### src/rtl/instruction_fetch_unit.sv
// Instruction fetch unit.
//
// Owns the program counter, drives a combinational byte-addressed instruction
// memory and registers each returned little-endian word with its PC into a
// valid/ready output register for the decode stage. It supports stall
// back-pressure, a taken-branch redirect that also flushes the output, and a
// halt state that is entered when the halt word is fetched.
//
// Ports:
//   clk                  rising-edge clock
//   reset                synchronous, active-high reset
//   enable               fetch permitted this cycle
//   branch_taken         single-cycle redirect request
//   branch_target        redirect byte address (realigned to byte_W)
//   mem_address          instruction memory address, equal to pc
//   mem_instruction_data word returned combinationally for mem_address
//   out_valid            out_instruction/out_pc hold a fetched instruction
//   out_ready            decode accepts the output when out_valid is also high
//   out_instruction      fetched instruction word
//   out_pc               byte address out_instruction was fetched from
//   halted               fetching is stopped until a redirect or reset
module instruction_fetch_unit #(
  parameter int unsigned           byte_W    = 4,
  parameter int unsigned           Addr_W    = 8,
  parameter logic [8*byte_W-1:0]   HALT_WORD = 32'hFFFF_FFFF
) (
  input  logic                  clk,
  input  logic                  reset,
  input  logic                  enable,
  input  logic                  branch_taken,
  input  logic [Addr_W-1:0]     branch_target,
  output logic [Addr_W-1:0]     mem_address,
  input  logic [8*byte_W-1:0]   mem_instruction_data,
  output logic                  out_valid,
  input  logic                  out_ready,
  output logic [8*byte_W-1:0]   out_instruction,
  output logic [Addr_W-1:0]     out_pc,
  output logic                  halted
);

  // Clears the sub-word bits of a byte address; works for byte_W == 1 too.
  localparam logic [Addr_W-1:0] AlignMask = ~Addr_W'(byte_W - 1);
  localparam logic [Addr_W-1:0] PcStep    = Addr_W'(byte_W);

  typedef enum logic [0:0] {StRun, StHalted} state_e;

  state_e                state_q, state_d;
  logic [Addr_W-1:0]     pc_q, pc_d;
  logic                  valid_q, valid_d;
  logic [8*byte_W-1:0]   instr_q, instr_d;
  logic [Addr_W-1:0]     opc_q, opc_d;

  logic slot_free;
  logic consumed;
  logic fetch_fire;
  logic is_halt_word;

  assign slot_free    = !valid_q || out_ready;
  assign consumed     = valid_q && out_ready;
  assign fetch_fire   = (state_q == StRun) && enable && slot_free && !branch_taken;
  assign is_halt_word = (mem_instruction_data == HALT_WORD);

  always_comb begin
    state_d = state_q;
    pc_d    = pc_q;
    valid_d = valid_q;
    instr_d = instr_q;
    opc_d   = opc_q;

    // A consumed word leaves the register empty unless refilled below.
    if (consumed) begin
      valid_d = 1'b0;
    end

    if (branch_taken) begin
      pc_d    = branch_target & AlignMask;
      valid_d = 1'b0;
      state_d = StRun;
    end else if (fetch_fire) begin
      if (is_halt_word) begin
        // Halt word is swallowed; pc stays pointing at it.
        state_d = StHalted;
      end else begin
        instr_d = mem_instruction_data;
        opc_d   = pc_q;
        valid_d = 1'b1;
        pc_d    = pc_q + PcStep;
      end
    end
  end

  always_ff @(posedge clk) begin
    if (reset) begin
      state_q <= StRun;
      pc_q    <= '0;
      valid_q <= 1'b0;
      instr_q <= '0;
      opc_q   <= '0;
    end else begin
      state_q <= state_d;
      pc_q    <= pc_d;
      valid_q <= valid_d;
      instr_q <= instr_d;
      opc_q   <= opc_d;
    end
  end

  assign mem_address     = pc_q;
  assign out_valid       = valid_q;
  assign out_instruction = instr_q;
  assign out_pc          = opc_q;
  assign halted          = (state_q == StHalted);

endmodule

### config.mk
export PLATFORM = sky130hd
export DESIGN_NAME = instruction_fetch_unit
export DESIGN_NICKNAME = d
export VERILOG_FILES = /design/src/rtl/instruction_fetch_unit.sv
export SDC_FILE = /design/constraint.sdc
export NUM_CORES = 1
export LEC_CHECK = 0
export ABC_AREA = 1
export CAP_MARGIN = 10
export CORE_MARGIN = 8
export CORE_UTILIZATION = 37
export CTS_CLUSTER_SIZE = 14
export DETAILED_ROUTE_END_ITERATION = 8
export PLACE_DENSITY = 0.76
export RECOVER_POWER = 100
export SYNTH_ARGS = -nofsm -noshare
export SYNTH_HDL_FRONTEND = slang
export SYNTH_SLANG_ARGS = --single-unit
### constraint.sdc
create_clock -name clk -period 1.35 [get_ports clk]
set_clock_uncertainty 0.1 [all_clocks]
set_input_delay 0.3375 -clock clk [delete_from_list [all_inputs] [get_ports clk]]
set_output_delay 0.3375 -clock clk [all_outputs]
set_load 0.01 [all_outputs]
Word level (Yosys, flattened, before mapping). Cells that the tools add are included.

Register bits: 50. Input bits: 45. Output and inout port bits: 50.

$add $sub $neg: 1. Equality and inequality tests: 2. Muxes and demuxes: 6. Bitwise operators: 3. Reductions and logical operators: 13.

Operators by type and width (count): $eq 32x32->1 const B (1); $mux 8 (3); $add 8x3->8 const B (1); $reduce_and 2->1 (3); $logic_and 1x1->1 (4); $mux 1 (3); $not 1->1 (3); $reduce_and 3->1 (1); $logic_not 1->1 (2); $ne 2x2->1 const B (1); $reduce_bool 2->1 (1); $reduce_or 2->1 (1); $logic_or 1x1->1 (1).

Logic depth before layout (Yosys ltp). Gate-level depths: netlist (run 1).

Depth after elaboration: 6. Gate-level depth with buffers: 11.

Worst setup path before layout (run 1). Ideal clock, no wire load.

Path type: input to register. Start point: input port mem_instruction_data[9]. End point: register instr_q[0], in the netlist out_instruction[0]. Setup time: 116 ps. Data arrival time: 1251 ps. Required time: 1134 ps. Slack: -117 ps. Cell stages on the path: 11. Buffers on the path: 2. Cells stage by stage: nand2_1 nor2_1 nand2_1 nor2_4 nand2_4 nand2_4 inv_2 buf_6 buf_6 nor2_2 nor2_1.

Longest elaborated chain between the ends: 3.

Ends and longest elaborated chain: start, declared (RTL line 33) `input logic [8*byte_W-1:0] mem_instruction_data,`; $eq 32x32->1 (RTL line 61) `assign is_halt_word = (mem_instruction_data == HALT_WORD);`; $not 1->1 (no line); $reduce_and 3->1 (no line); end signal, assigned (RTL line 103) `instr_q <= instr_d;`; end, declared (RTL line 50) `logic [8*byte_W-1:0] instr_q, instr_d;`.

No other way between the ends. A chain may end at the register's enable or synchronous reset.

Worst setup path after layout (run 1).
Start point: input port mem_instruction_data[6]. End point: register opc_q[6], in the netlist out_pc[6].

Longest elaborated chain between the ends: 3.

Ends and longest elaborated chain: $eq 32x32->1 (RTL line 61); $not 1->1 (no line); $reduce_and 3->1 (no line); end signal, assigned (RTL line 104) `opc_q <= opc_d;`; end, declared (RTL line 51) `logic [Addr_W-1:0] opc_q, opc_d;`.

No other way between the ends.

==> results of run 1 <==
## metal layers
metal / wire length [um] / share of wire (%) / GRT usage, % / up-vias
met5: 0 / 0 / 0 / -
met4: 442 / 4.8 / 12.3 / 0
met3: 589 / 6.4 / 5.32 / 34
met2: 4600 / 50 / 34.6 / 124
met1: 3540 / 39 / 23.6 / 1204
li1: - / - / - / 1234
## what timing repair did
item                                    in CTS  in global routing
hold endpoints to repair                     0                  0
setup buffers                               21                  7
gates cloned                                10                  2
endpoints found under the setup margin      92                 88
pin swaps                                   30                 32
resized for setup                          352                 90
## layout make-up
class / instances / area, um2 / share of cell area [%]
well taps: 72 / 90.1 / 2.27
inverters: 9 / 48.8 / 1.23
clock buffers: 6 / 82.6 / 2.08
repair buffers: 158 / 1400 / 35.3
multi-input cells: 227 / 1370 / 34.5
flip-flops and latches: 46 / 942 / 23.7
clock inverters: 1 / 30.0 / 0.757
diodes: 1 / 2.50 / 0.0631
## worst max-delay path, stage by stage
cell,delay [ps]
sky130_fd_sc_hd__clkdlybuf4s15_2,180
sky130_fd_sc_hd__nand2_1,50
sky130_fd_sc_hd__nor2_1,80
sky130_fd_sc_hd__nand2_1,150
sky130_fd_sc_hd__nor2_4,190
sky130_fd_sc_hd__nand2_4,90
sky130_fd_sc_hd__nand2_8,90
sky130_fd_sc_hd__buf_8,120
sky130_fd_sc_hd__buf_12,120
sky130_fd_sc_hd__buf_16,130
sky130_fd_sc_hd__o21ai_2,50
sky130_fd_sc_hd__nor2_1,120
## worst paths after layout
kind | to | cells past startpoint
setup reg to reg | mem_address[7] | 9
hold reg to reg | out_instruction[26] | 2
setup / recovery | out_pc[6] | 12
hold / removal | out_instruction[9] | 3
## flip-flops by register name (all words and copies together) (netlist names)
signal,flops
halted,1
out_valid,1
out_pc,6
out_instruction,32
mem_address,6
## logic make-up (layout without fill, tap and decap cells)
family	count (synthesis)	in the layout
AOI/OAI and AO/OA	45	45
xor gates and xnor gates	1	1
adders and majority gates	1	1
buffers and inverters	26	174
DFF	46	46
muxes	1	1
other	1	5
and+or+nand+nor	175	175
## synthesized netlist by cell type, drive strengths merged
library cell	count	area share, %
nor2	113	23
mux2i	1	0.49
dfxtp	46	45
ha	1	0.61
nand2	52	10
conb	1	0.18
nand3b	2	0.73
a21oi	3	0.73
inv	9	1.6
buf	13	4.2
nand3	8	2.0
clkbuf	4	0.79
xor2	1	0.43
o21ai	42	10
## where the power goes
group	internal, mW	total (mW)	switching [mW]
Sequential	1.46	1.53	0.0673
Combinational	0.521	1.04	0.517
Clock	0.593	1.05	0.460
## metrics by stage
stage	instances	hold WS (ps)
floorplan	299	307
global placement	477	362
detailed placement	477	371
CTS	515	189
global route	520	207
finish	520	197
==> impl.org, run 1 <==
** Outcome
- The flow ran to the end, but the final reports show violations.
- The checks that failed: negative setup slack.

** Timing
- Final-report max-slew violation count :: 0
- Setup repair after global routing could not meet its margin everywhere.
- Shortest clock period the worst path allows after layout :: 1590 ps
- Once routing completed, OpenROAD measured the worst setup slack at -237 ps.
- Summed over all failing endpoints, the final setup total negative slack is -7600 ps.
- Highest Clock Rate :: 0.630 GHz
- In the finished design, the share of the clock period the worst path needs comes to 118%.
- The number of endpoints with negative hold slack in the final report is 0.
- Final setup violation count :: 45

** Clock network
- CTS saw 46 sinks.
- After clock tree synthesis, the clock-pin slew on the worst setup and hold paths is 90 ps.
- The number of hold buffers added after CTS was 0.
- TritonCTS clock tree :: done
- Clock latency at the later pin of the worst-skew pair :: 300 ps
- The clock tree synthesis step divided the H-tree into 2 levels.
- Root buffer cell :: sky130_fd_sc_hd__clkbuf_8
- The longest clock path from root to sink contains 2 buffers.
- Buffers inserted during clock tree synthesis total 5.

** Setup path
- STA classifies the critical path startpoint as an input port.
- The worst setup path is captured at a flop.
- STA puts the critical path data arrival time at 1710 ps.
- The critical path starts at mem_instruction_data[6].
- The startpoint identified for the worst register-to-register timing path is out_valid.
- The critical path in this run is classified as in2reg.
- STA puts the critical path data required time at 1480 ps.
- Worst Path Max Fanout :: 5
- Setup slack, reg-to-reg :: -220 ps

** Logic synthesis
- Share of the synthesized netlist area taken by xor and xnor gates :: 0.428%
- Summing the areas of all compound-gate instances in the mapped netlist gives 11.0% of the synthesized area.
- Counting flops and latches in the post-synthesis netlist gives 46.
- Cell Area, Synth :: 2050 um2
- The Yosys step of the flow raised 0 warnings.
- Combinational family with the most area after synthesis :: simple AND/OR/NAND/NOR gates
- Mux cell area share after synthesis :: 0.489%
- Part of the Yosys area used for sequential elements :: 45.0%
- The average instance in the mapped netlist occupies 6.92 um2.
- Library cells used by synthesis :: 23
- Count of mapped cells out of synthesis :: 296
- Share of synthesized cell area in and, or, nand and nor gates :: 35.7%
- Post-synthesis share of cell area spent on full adders, half adders and majority gates :: 0.611%

** Detailed routing
- DRC marker count from the first detailed-route iteration :: 204
- Final Routed Wirelength :: 9.17 mm
- In the routed design, unresolved DRC markers number 0.
- The first TritonRoute pass finished after 4 iterations.
- DR WL/cell :: 17.6 um
- Mean number of vias per cell :: 4.99
- Residual antenna-violating net count after detailed routing :: 0
- The final route contains 2596 vias.

** Global route
- The first global-routing pass estimated 13.7 mm of wire.
- Global routing consumed, over all layers together, 20.8% of the routing resources.
- Entering global routing, the biggest net connects 26 pins.
- Number of antenna violations at the first check in global routing :: 1
- The via count of the first global-routing pass came to 2716.
- Overall overflow remaining after global route :: 0

** Final layout
- At the end of the flow the core is filled with cells to 72.9%.
- P&R area growth vs syn :: 93.7%
- Commonest non-fill, non-tap cells in the layout :: 71 x sky130_fd_sc_hd__nor2_1, 48 x sky130_fd_sc_hd__buf_4, 36 x sky130_fd_sc_hd__o21ai_2, 36 x sky130_fd_sc_hd__buf_2, 35 x sky130_fd_sc_hd__nand2_1
- Layout net count :: 493
- Non-Filler Cell Area, Final :: 3970 um2
- The post-route netlist has 58.6% of its cells at a drive strength greater than 1.
- Most common cell after layout, fill and taps aside :: sky130_fd_sc_hd__nor2_1
- Layout filler cell count :: 386

** Power
- For this design the static power due to leakage is 1.79 nW.
- IR analysis of the VDD net gives a maximum drop of 0.529 mV.
- For this design the ratio of total power to cell area is 912 nW/um2.
- Total Power :: 3.62 mW

** Floorplanning
- The die is 90.4 um wide.
- Core area :: 5440 um2
- Number of top-level pins :: 95
- The die covers 8170 um2.
- The die is 90.4 um tall.
- Starting density of the core :: 37.7%
- Total number of placement rows :: 27

** Hold path
- The worst hold path begins at mem_instruction_data[9].
- Min-delay worst type :: in2reg

** Place
- Prior to clock tree synthesis, the placed netlist has a worst setup slack of -662 ps.
- Post-DP HPWL :: 4.79 mm
- Routability-driven placement finished with a final weighted congestion of 0.894.
- Once placement finished, the instance area stood at 3240 um2.
- Input and output buffers added on the ports amount to 88.

** Run
- Max-capacitance violation count :: 0
Power figures use the tool's default switching activity.
==> run 2, diff against run 1 <==
--- a/config.mk
+++ b/config.mk
@@ -8,10 +8,9 @@
 export ABC_AREA = 1
 export CAP_MARGIN = 10
 export CORE_MARGIN = 8
-export CORE_UTILIZATION = 37
+export CORE_UTILIZATION = 30
 export CTS_CLUSTER_SIZE = 14
 export DETAILED_ROUTE_END_ITERATION = 8
-export PLACE_DENSITY = 0.76
 export RECOVER_POWER = 100
 export SYNTH_ARGS = -nofsm -noshare
 export SYNTH_HDL_FRONTEND = slang
==> impl.org, run 2 (same netlist as run 1, synthesis figures left out) <==
** Outcome
- Run status: complete, but fails checks (unchanged).
- Violated checks :: negative setup slack (unchanged)

** Clock network
- CTS H-tree depth :: 2 (unchanged)
- Max clock buf depth :: 2 (unchanged)
- TritonCTS clock tree :: done (unchanged)
- The later-pin clock latency in the skew report is 300 ps (about the same).
- Clock-pin slew on the worst setup and hold paths :: 100 ps (was 90 ps)
- The number of buffers created by CTS was 5 (unchanged).
- Sinks on the clock net :: 46 (unchanged)
- The cell at the root of the clock tree is sky130_fd_sc_hd__clkbuf_8 (unchanged).
- The number of hold-repair buffers added at the cts stage came to 0 (unchanged).

** Run
- Max-capacitance violation count :: 0 (unchanged)

** Power
- Int Pwr :: 2.53 mW (was 2.57 mW)
- The power density over cell area was 883 nW/um2 (was 912 nW/um2).
- The power share of the combinational group came to 28.1% (was 28.7%).
- The maximum VDD drop came to 0.447 mV (was 0.529 mV).
- The leakage power came to 1.81 nW (was 1.79 nW).
- Reg power frac :: 42.3% (was 42.2%)
- Switching component of the power :: 1.06 mW (was 1.04 mW)
- The share of power burned in the clock network was 29.6% (was 29.1%).
- The total power consumption of the routed design came to 3.60 mW (was 3.62 mW).
- The switching portion of total power came to 29.5% (was 28.9%).

** Setup path
- Crit path required time :: 1460 ps (was 1480 ps)
- The destination of the worst register-to-register timing path is mem_address[7] (unchanged).
- Worst setup EP type :: flop (unchanged)
- Setup slack, reg-to-reg :: -110 ps (was -220 ps)
- The class of the most critical setup path was reg2reg (was in2reg).
- Worst r2r src :: out_valid (unchanged)
- The startpoint kind of the worst setup timing path is a flop (was input port).
- Worst R2R Path Depth :: 8 (was 9)
- Critical Path AT :: 1570 ps (was 1710 ps)
- The maximum fanout encountered on the critical timing path was 8 (was 5).

** Final layout
- Finished Core Util :: 60.6% (was 72.9%)
- Share of post-route cells with drive strength above 1 :: 64.9% (was 58.6%)
- Most common cell after layout, fill and taps aside :: sky130_fd_sc_hd__nor2_1 (unchanged)
- Commonest non-fill, non-tap cells in the layout :: 74 x sky130_fd_sc_hd__nor2_1, 47 x sky130_fd_sc_hd__buf_4, 36 x sky130_fd_sc_hd__o21ai_2 (was 71 x sky130_fd_sc_hd__nor2_1, 48 x sky130_fd_sc_hd__buf_4, 36 x sky130_fd_sc_hd__o21ai_2, 36 x sky130_fd_sc_hd__buf_2, 35 x sky130_fd_sc_hd__nand2_1)
- Non-Filler Cell Area, Final :: 4070 um2 (was 3970 um2)
- Final antenna diode count :: 0 (was 1)
- P&R area growth vs syn :: 98.7% (was 93.7%)
- The filler cell count in the final layout is 575 (was 386).
- Number of flip-flops under the largest register name :: 32 (unchanged)
- The number of nets in the layout was 492 (was 493).
- The area used by multi-input combinational logic was 1440 um2 (was 1370 um2).
- Area taken by flip-flops and latches :: 950 um2 (was 942 um2)

** Timing
- The number of pins with negative max-slew slack in the final report was 0 (unchanged).
- The ratio of final minimum period to clock period is 108% (was 118%).
- The minimum period implied by the final worst setup slack was 1460 ps (was 1590 ps).
- Final setup violation count :: 43 (was 45)
- Worst hold slack after final layout :: 150 ps (was 197 ps)
- The post-route worst setup slack is -109 ps (was -237 ps).
- The summed negative setup slack over all endpoints was -3450 ps (was -7600 ps).
- RSZ-0062 raised after global routing: true (unchanged).
- Final-report hold violation count :: 0 (unchanged)
- The highest attainable clock frequency is 0.686 GHz (was 0.630 GHz).

** Hold path
- Worst Hold Depth :: 3 (unchanged)
- Hold-critical path endpoint :: out_instruction[29] (was out_instruction[9])
- The hold path startpoint is mem_instruction_data[29] (was mem_instruction_data[9]).
- Min-delay worst type :: in2reg (unchanged)

** Global route
- Number of antenna violations at the first check in global routing :: 0 (was 1)
- The global-route usage over all layers came to 16.1% (was 20.8%).
- The via count of the first global-routing pass was 2543 (was 2716).
- Global-route wire length before repair :: 12.6 mm (was 13.7 mm)
- The largest net degree at the start of global routing is 25 (was 26).
- Overall overflow remaining after global route :: 0 (unchanged)

** Place
- Area after DPL :: 3290 um2 (was 3240 um2)
- Placer Congestion :: 0.844 (was 0.894)
- The final HPWL from detailed placement came to 5.17 mm (was 4.79 mm).
- Count of port buffers added during placement :: 88 (unchanged)

** Detailed routing
- DRC marker count from the first detailed-route iteration :: 97 (was 204)
- DR WL/cell :: 14.9 um (was 17.6 um)
- Post-route DRC violation count :: 0 (unchanged)
- Residual antenna-violating net count after detailed routing :: 0 (unchanged)
- Iteration count of the initial detailed-routing pass :: 4 (unchanged)
- The wire length reported by the detailed router is 7.86 mm (was 9.17 mm).
- Routed vias :: 2414 (was 2596)
- The number of vias per cell is 4.58 (was 4.99).

** Floorplanning
- Starting density of the core :: 30.5% (was 37.7%)
- The die outline height is 98.6 um (was 90.4 um).
- Number of top-level pins :: 95 (unchanged)
- Total number of placement rows :: 30 (was 27)
- The area enclosed by the die boundary was 9730 um2 (was 8170 um2).
- The core region area came to 6720 um2 (was 5440 um2).
- DIE WIDTH :: 98.6 um (was 90.4 um)
==> run 2: cell count changes in the layout (fill, tap and decap cells not counted), moves of 4 or more <==
| cell | before | now |
|---|---|---|
| sky130_fd_sc_hd__buf_6 | 2 | 13 |
| sky130_fd_sc_hd__clkdlybuf4s15_2 | 12 | 17 |
| sky130_fd_sc_hd__dfxtp_2 | 17 | 23 |
| sky130_fd_sc_hd__clkbuf_2 | 16 | 21 |
| sky130_fd_sc_hd__nand2_1 | 35 | 28 |
| sky130_fd_sc_hd__clkbuf_1 | 9 | 3 |
| sky130_fd_sc_hd__buf_2 | 36 | 29 |
| sky130_fd_sc_hd__dfxtp_1 | 29 | 23 |
| sky130_fd_sc_hd__nand2_2 | 14 | 18 |
| sky130_fd_sc_hd__clkdlybuf4s15_1 | 5 | 0 |
| sky130_fd_sc_hd__nor2_2 | 31 | 25 |
==> run 2: critical path, stage by stage (launching register included) <==
cell and delay [ps]:
sky130_fd_sc_hd__dfxtp_2 340, sky130_fd_sc_hd__nand2_2 80, sky130_fd_sc_hd__nand3_4 80, sky130_fd_sc_hd__nor2_4 180
sky130_fd_sc_hd__nand2_8 100, sky130_fd_sc_hd__buf_6 150, sky130_fd_sc_hd__clkbuf_16 170, sky130_fd_sc_hd__o21ai_2 110
sky130_fd_sc_hd__nor2_1 50
==> run 2: power by group through the flow <==
stage	registers, mW	logic, mW	clock network (mW)
detailed placement	1.53	0.798	0
CTS	1.51	0.958	1.08
finish	1.52	1.01	1.07
floorplan	1.59	0.259	0
global placement	1.53	0.794	0
global route	1.53	1.10	1.17
==> run 2: how the worst max path moves through the flow <==
stage               cells after the start                    start                  end
finish                                  8                out_valid       mem_address[7]
global route                            8                out_valid   out_instruction[9]
floorplan                              11  mem_instruction_data[5]   out_instruction[0]
CTS                                     9                out_valid            out_pc[7]
global placement                       12  mem_instruction_data[7]       mem_address[5]
detailed placement                     11  mem_instruction_data[7]  out_instruction[15]
==> run 2: metrics by stage <==
step                      worst slack [ps]  cells
final                                 -109    527
after global placement                -688    490
after global routing                  -178    527
after detailed placement              -681    490
after CTS                             -157    524
after floorplan                      -98.1    299
==> run 2: timing repair <==
item	in CTS	in global routing
resized for setup	376	114
setup buffers	22	5
endpoints found under the setup margin	92	88
pin swaps	14	29
hold endpoints to repair	0	0
gates cloned	5	1
==> run 2: routing by layer <==
layer	GRT usage (%)	part of all wire, %	vias up
li1	-	-	1224
met1	18.1	41	1118
met2	28.9	53	60
met3	3.74	4.3	12
met4	5.79	2.0	0
met5	0	0	-
==> run 2: final cells by class <==
cell class                      count  area share (%)
Inverter                            9            1.23
Multi-Input combinational cell    227            35.4
Tap cell                           80            2.46
Clock inverter                      3            1.11
Clock buffer                        5            1.69
Sequential cell                    46            23.3
Timing Repair Buffer              157            34.7
==> run 3, diff against run 2 <==
--- a/config.mk
+++ b/config.mk
@@ -15,3 +15,4 @@
 export SYNTH_ARGS = -nofsm -noshare
 export SYNTH_HDL_FRONTEND = slang
 export SYNTH_SLANG_ARGS = --single-unit
+export TNS_END_PERCENT = 10
==> impl.org, run 3 (same netlist as run 1, synthesis figures left out) <==
** Final layout
- Number of flip-flops under the largest register name :: 32 (unchanged)
- The final design utilization is 54.8% (was 60.6%).
- The most common library cell in the layout ignoring fill and taps is sky130_fd_sc_hd__nor2_1 (unchanged).
- Final antenna diode count :: 0 (unchanged)
- Commonest non-fill, non-tap cells in the layout: 80 x sky130_fd_sc_hd__nor2_1, 52 x sky130_fd_sc_hd__buf_4, 36 x sky130_fd_sc_hd__nand2_1 (was 74 x sky130_fd_sc_hd__nor2_1, 47 x sky130_fd_sc_hd__buf_4, 36 x sky130_fd_sc_hd__o21ai_2).
- The fraction of layout instances using a drive strength above 1 was 53.9% (was 64.9%).
- Finished Layout Cells :: 520 (was 527)
- Layout net count :: 485 (was 492)
- P&R area growth vs syn :: 79.7% (was 98.7%)

** Hold path
- Hold-critical path endpoint :: out_instruction[0] (was out_instruction[29])
- The hold path startpoint is mem_instruction_data[0] (was mem_instruction_data[29]).
- Worst Hold Depth :: 3 (unchanged)
- The type of the worst min-delay path is in2reg (unchanged).

** Detailed routing
- The residual DRC count is 0 (unchanged).
- Routed vias :: 2364 (was 2414)
- Final Routed Wirelength :: 7.36 mm (was 7.86 mm)
- The number of optimization iterations in the first detailed-route pass was 4 (unchanged).
- The number of vias per cell is 4.55 (was 4.58).
- DRC marker count from the first detailed-route iteration :: 166 (was 97)
- The antenna violation net count after detailed routing was 0 (unchanged).
- The routed length per instance came to 14.1 um (was 14.9 um).

** Global route
- Number of global-route vias before repair :: 2330 (was 2543)
- The wire length of the first global-routing pass was 11.4 mm (was 12.6 mm).
- The initial antenna violation count is 0 (unchanged).
- Maximum number of pins on one net before global-route repair :: 17 (was 25)
- Overall overflow remaining after global route :: 0 (unchanged)
- All-Layer GR Usage :: 14.4% (was 16.1%)

** Power
- The total net switching power was 986 uW (was 1.06 mW).
- The maximum VDD drop came to 0.616 mV (was 0.447 mV).
- The relative contribution of sequential cells to total power came to 41.9% (was 42.3%).
- The leakage power came to 1.66 nW (was 1.81 nW).
- The internal power contribution came to 2.64 mW (was 2.53 mW).
- Total Power :: 3.63 mW (was 3.60 mW)
- Total power per unit cell area :: 985 nW/um2 (was 883 nW/um2)
- The share of power burned in the clock network came to 34.4% (was 29.6%).
- Sw Ratio :: 27.2% (was 29.5%)
- Combinational share of power :: 23.8% (was 28.1%)

** Timing
- Final setup violation count :: 18 (was 43)
- The ratio of final minimum period to clock period came to 103% (was 108%).
- The post-route worst setup slack came to -42.7 ps (was -109 ps).
- Shortest clock period the worst path allows after layout :: 1390 ps (was 1460 ps)
- RSZ-0062 raised after global routing :: true (unchanged)
- The highest attainable clock frequency is 0.718 GHz (was 0.686 GHz).
- The number of endpoints with negative hold slack in the final report came to 0 (unchanged).
- The final hold slack is 190 ps (was 150 ps).
- Final-report max-slew violation count :: 0 (unchanged)

** Setup path
- The minimum setup slack among reg-to-reg paths came to -40 ps (was -110 ps).
- Worst r2r dst :: mem_address[6] (was mem_address[7])
- Worst R2R Path Depth :: 8 (unchanged)
- The arrival time at the worst endpoint was 1500 ps (was 1570 ps).
- The maximum fanout encountered on the critical timing path was 16 (was 8).
- The category of the worst setup path capture point is a flop (unchanged).
- Crit path required time :: 1450 ps (was 1460 ps)
- Startpoint kind of the worst setup timing path :: flop (unchanged)
- The startpoint of the lowest-slack register-to-register path is out_valid (unchanged).
- Crit Path Category :: reg2reg (unchanged)

** Place
- Cell total after placement :: 495 (was 490)
- The final RePlAce weighted congestion was 0.807 (was 0.844).
- The worst setup slack before clock tree synthesis was -722 ps (was -681 ps).
- The final HPWL from detailed placement came to 5.19 mm (was 5.17 mm).
- Count of port buffers added during placement :: 88 (unchanged)

** Floorplanning
- The count of boundary I/O pins was 95 (unchanged).
- The die outline height is 98.6 um (unchanged).
- Core area :: 6720 um2 (unchanged)
- Overall die area :: 9730 um2 (unchanged)
- The initial core utilization came to 30.5% (unchanged).
- DIE WIDTH :: 98.6 um (unchanged)
- Total number of placement rows :: 30 (unchanged)

** Run
- Max-capacitance violation count :: 0 (unchanged)

** Clock network
- The cell at the root of the clock tree was sky130_fd_sc_hd__clkbuf_8 (unchanged).
- Max clock buf depth :: 2 (unchanged)
- CTS H-tree depth :: 2 (unchanged)
- The TritonCTS clock tree is done (unchanged).
- The number of buffers created by CTS is 5 (unchanged).
- The clock slew seen by the registers of the worst setup and hold paths was 90 ps (was 100 ps).
- Sinks on the clock net :: 46 (unchanged)
- The later-pin clock latency in the skew report came to 300 ps (about the same).

** Outcome
- Violated checks: negative setup slack (unchanged).
- Run status: complete, but fails checks (unchanged).
[run 3: cell count changes in the layout (fill, tap and decap cells not counted), sizes merged]
cell           delta
clkinv            +1
buf              -14
bufinv            +1
clkinvlp          -3
inv               +1
clkbuf            +1
clkdlybuf4s15     +5
dlygate4sd2       +1
[run 3: power groups by stage]
stage | clock network, mW | logic [mW] | registers (mW)
4_1_cts | 1.27 | 0.827 | 1.51
3_3_place_gp | 0 | 0.806 | 1.53
3_5_place_dp | 0 | 0.810 | 1.53
2_1_floorplan | 0 | 0.259 | 1.59
6_report | 1.25 | 0.862 | 1.52
5_1_grt | 1.32 | 0.941 | 1.53
[run 3: layer usage]
layer  share of wire (%)  global-route usage [%]  vias to the layer above
met4                 1.5                    5.19                        0
met2                  50                    24.4                       56
met1                  43                    17.0                     1086
li1                    -                       -                     1214
met3                 5.0                    3.74                        8
met5                   0                       0                        -
[run 3: through the flow]
step | area, um2 | TNS [ps]
floorplan | 2060 | -1150
global route | 3680 | -2760
CTS | 3630 | -268
global placement | 3330 | -29530
detailed placement | 3330 | -30980
finish | 3680 | -197
[run 3: final cells by class]
| class | count | area, um2 |
|---|---|---|
| flip-flops and latches | 46 | 947 |
| inverters | 9 | 46.3 |
| fillers | 662 | 3040 |
| repair buffers | 150 | 1220 |
| clock inverters | 3 | 68.8 |
| well taps | 80 | 100 |
| clock buffers | 5 | 68.8 |
| multi-input cells | 227 | 1230 |
[run 3: how the worst max path moves through the flow]
| stage | startpoint | end | slack (ps) | cells after the start |
|---|---|---|---|---|
| finish | out_valid | mem_address[6] | -40 | 8 |
| global route | mem_address[2] | mem_address[6] | -100 | 7 |
| CTS | out_instruction[14] | out_instruction[14] | -50 | 1 |
| detailed placement | mem_instruction_data[7] | out_instruction[14] | -720 | 11 |
| global placement | mem_instruction_data[7] | out_instruction[23] | -670 | 11 |
| floorplan | mem_instruction_data[5] | out_instruction[0] | -100 | 11 |
[run 3: timing repair]
item	CTS	global route
gates cloned	2	2
endpoints found under the setup margin	92	83
pin swaps	11	20
setup buffers	14	0
hold buffers	0	0
hold endpoints to repair	0	0
resized for setup	297	95
[run 3: worst max-delay path, stage by stage, from the launching register on]
cell                      delay [ps]
sky130_fd_sc_hd__dfxtp_2         330
sky130_fd_sc_hd__nand2_2          90
sky130_fd_sc_hd__nand3_4          80
sky130_fd_sc_hd__nor2_4          120
sky130_fd_sc_hd__nand2_4          80
sky130_fd_sc_hd__buf_6           140
sky130_fd_sc_hd__buf_16          160
sky130_fd_sc_hd__o21ai_2         140
sky130_fd_sc_hd__nor2_1           60
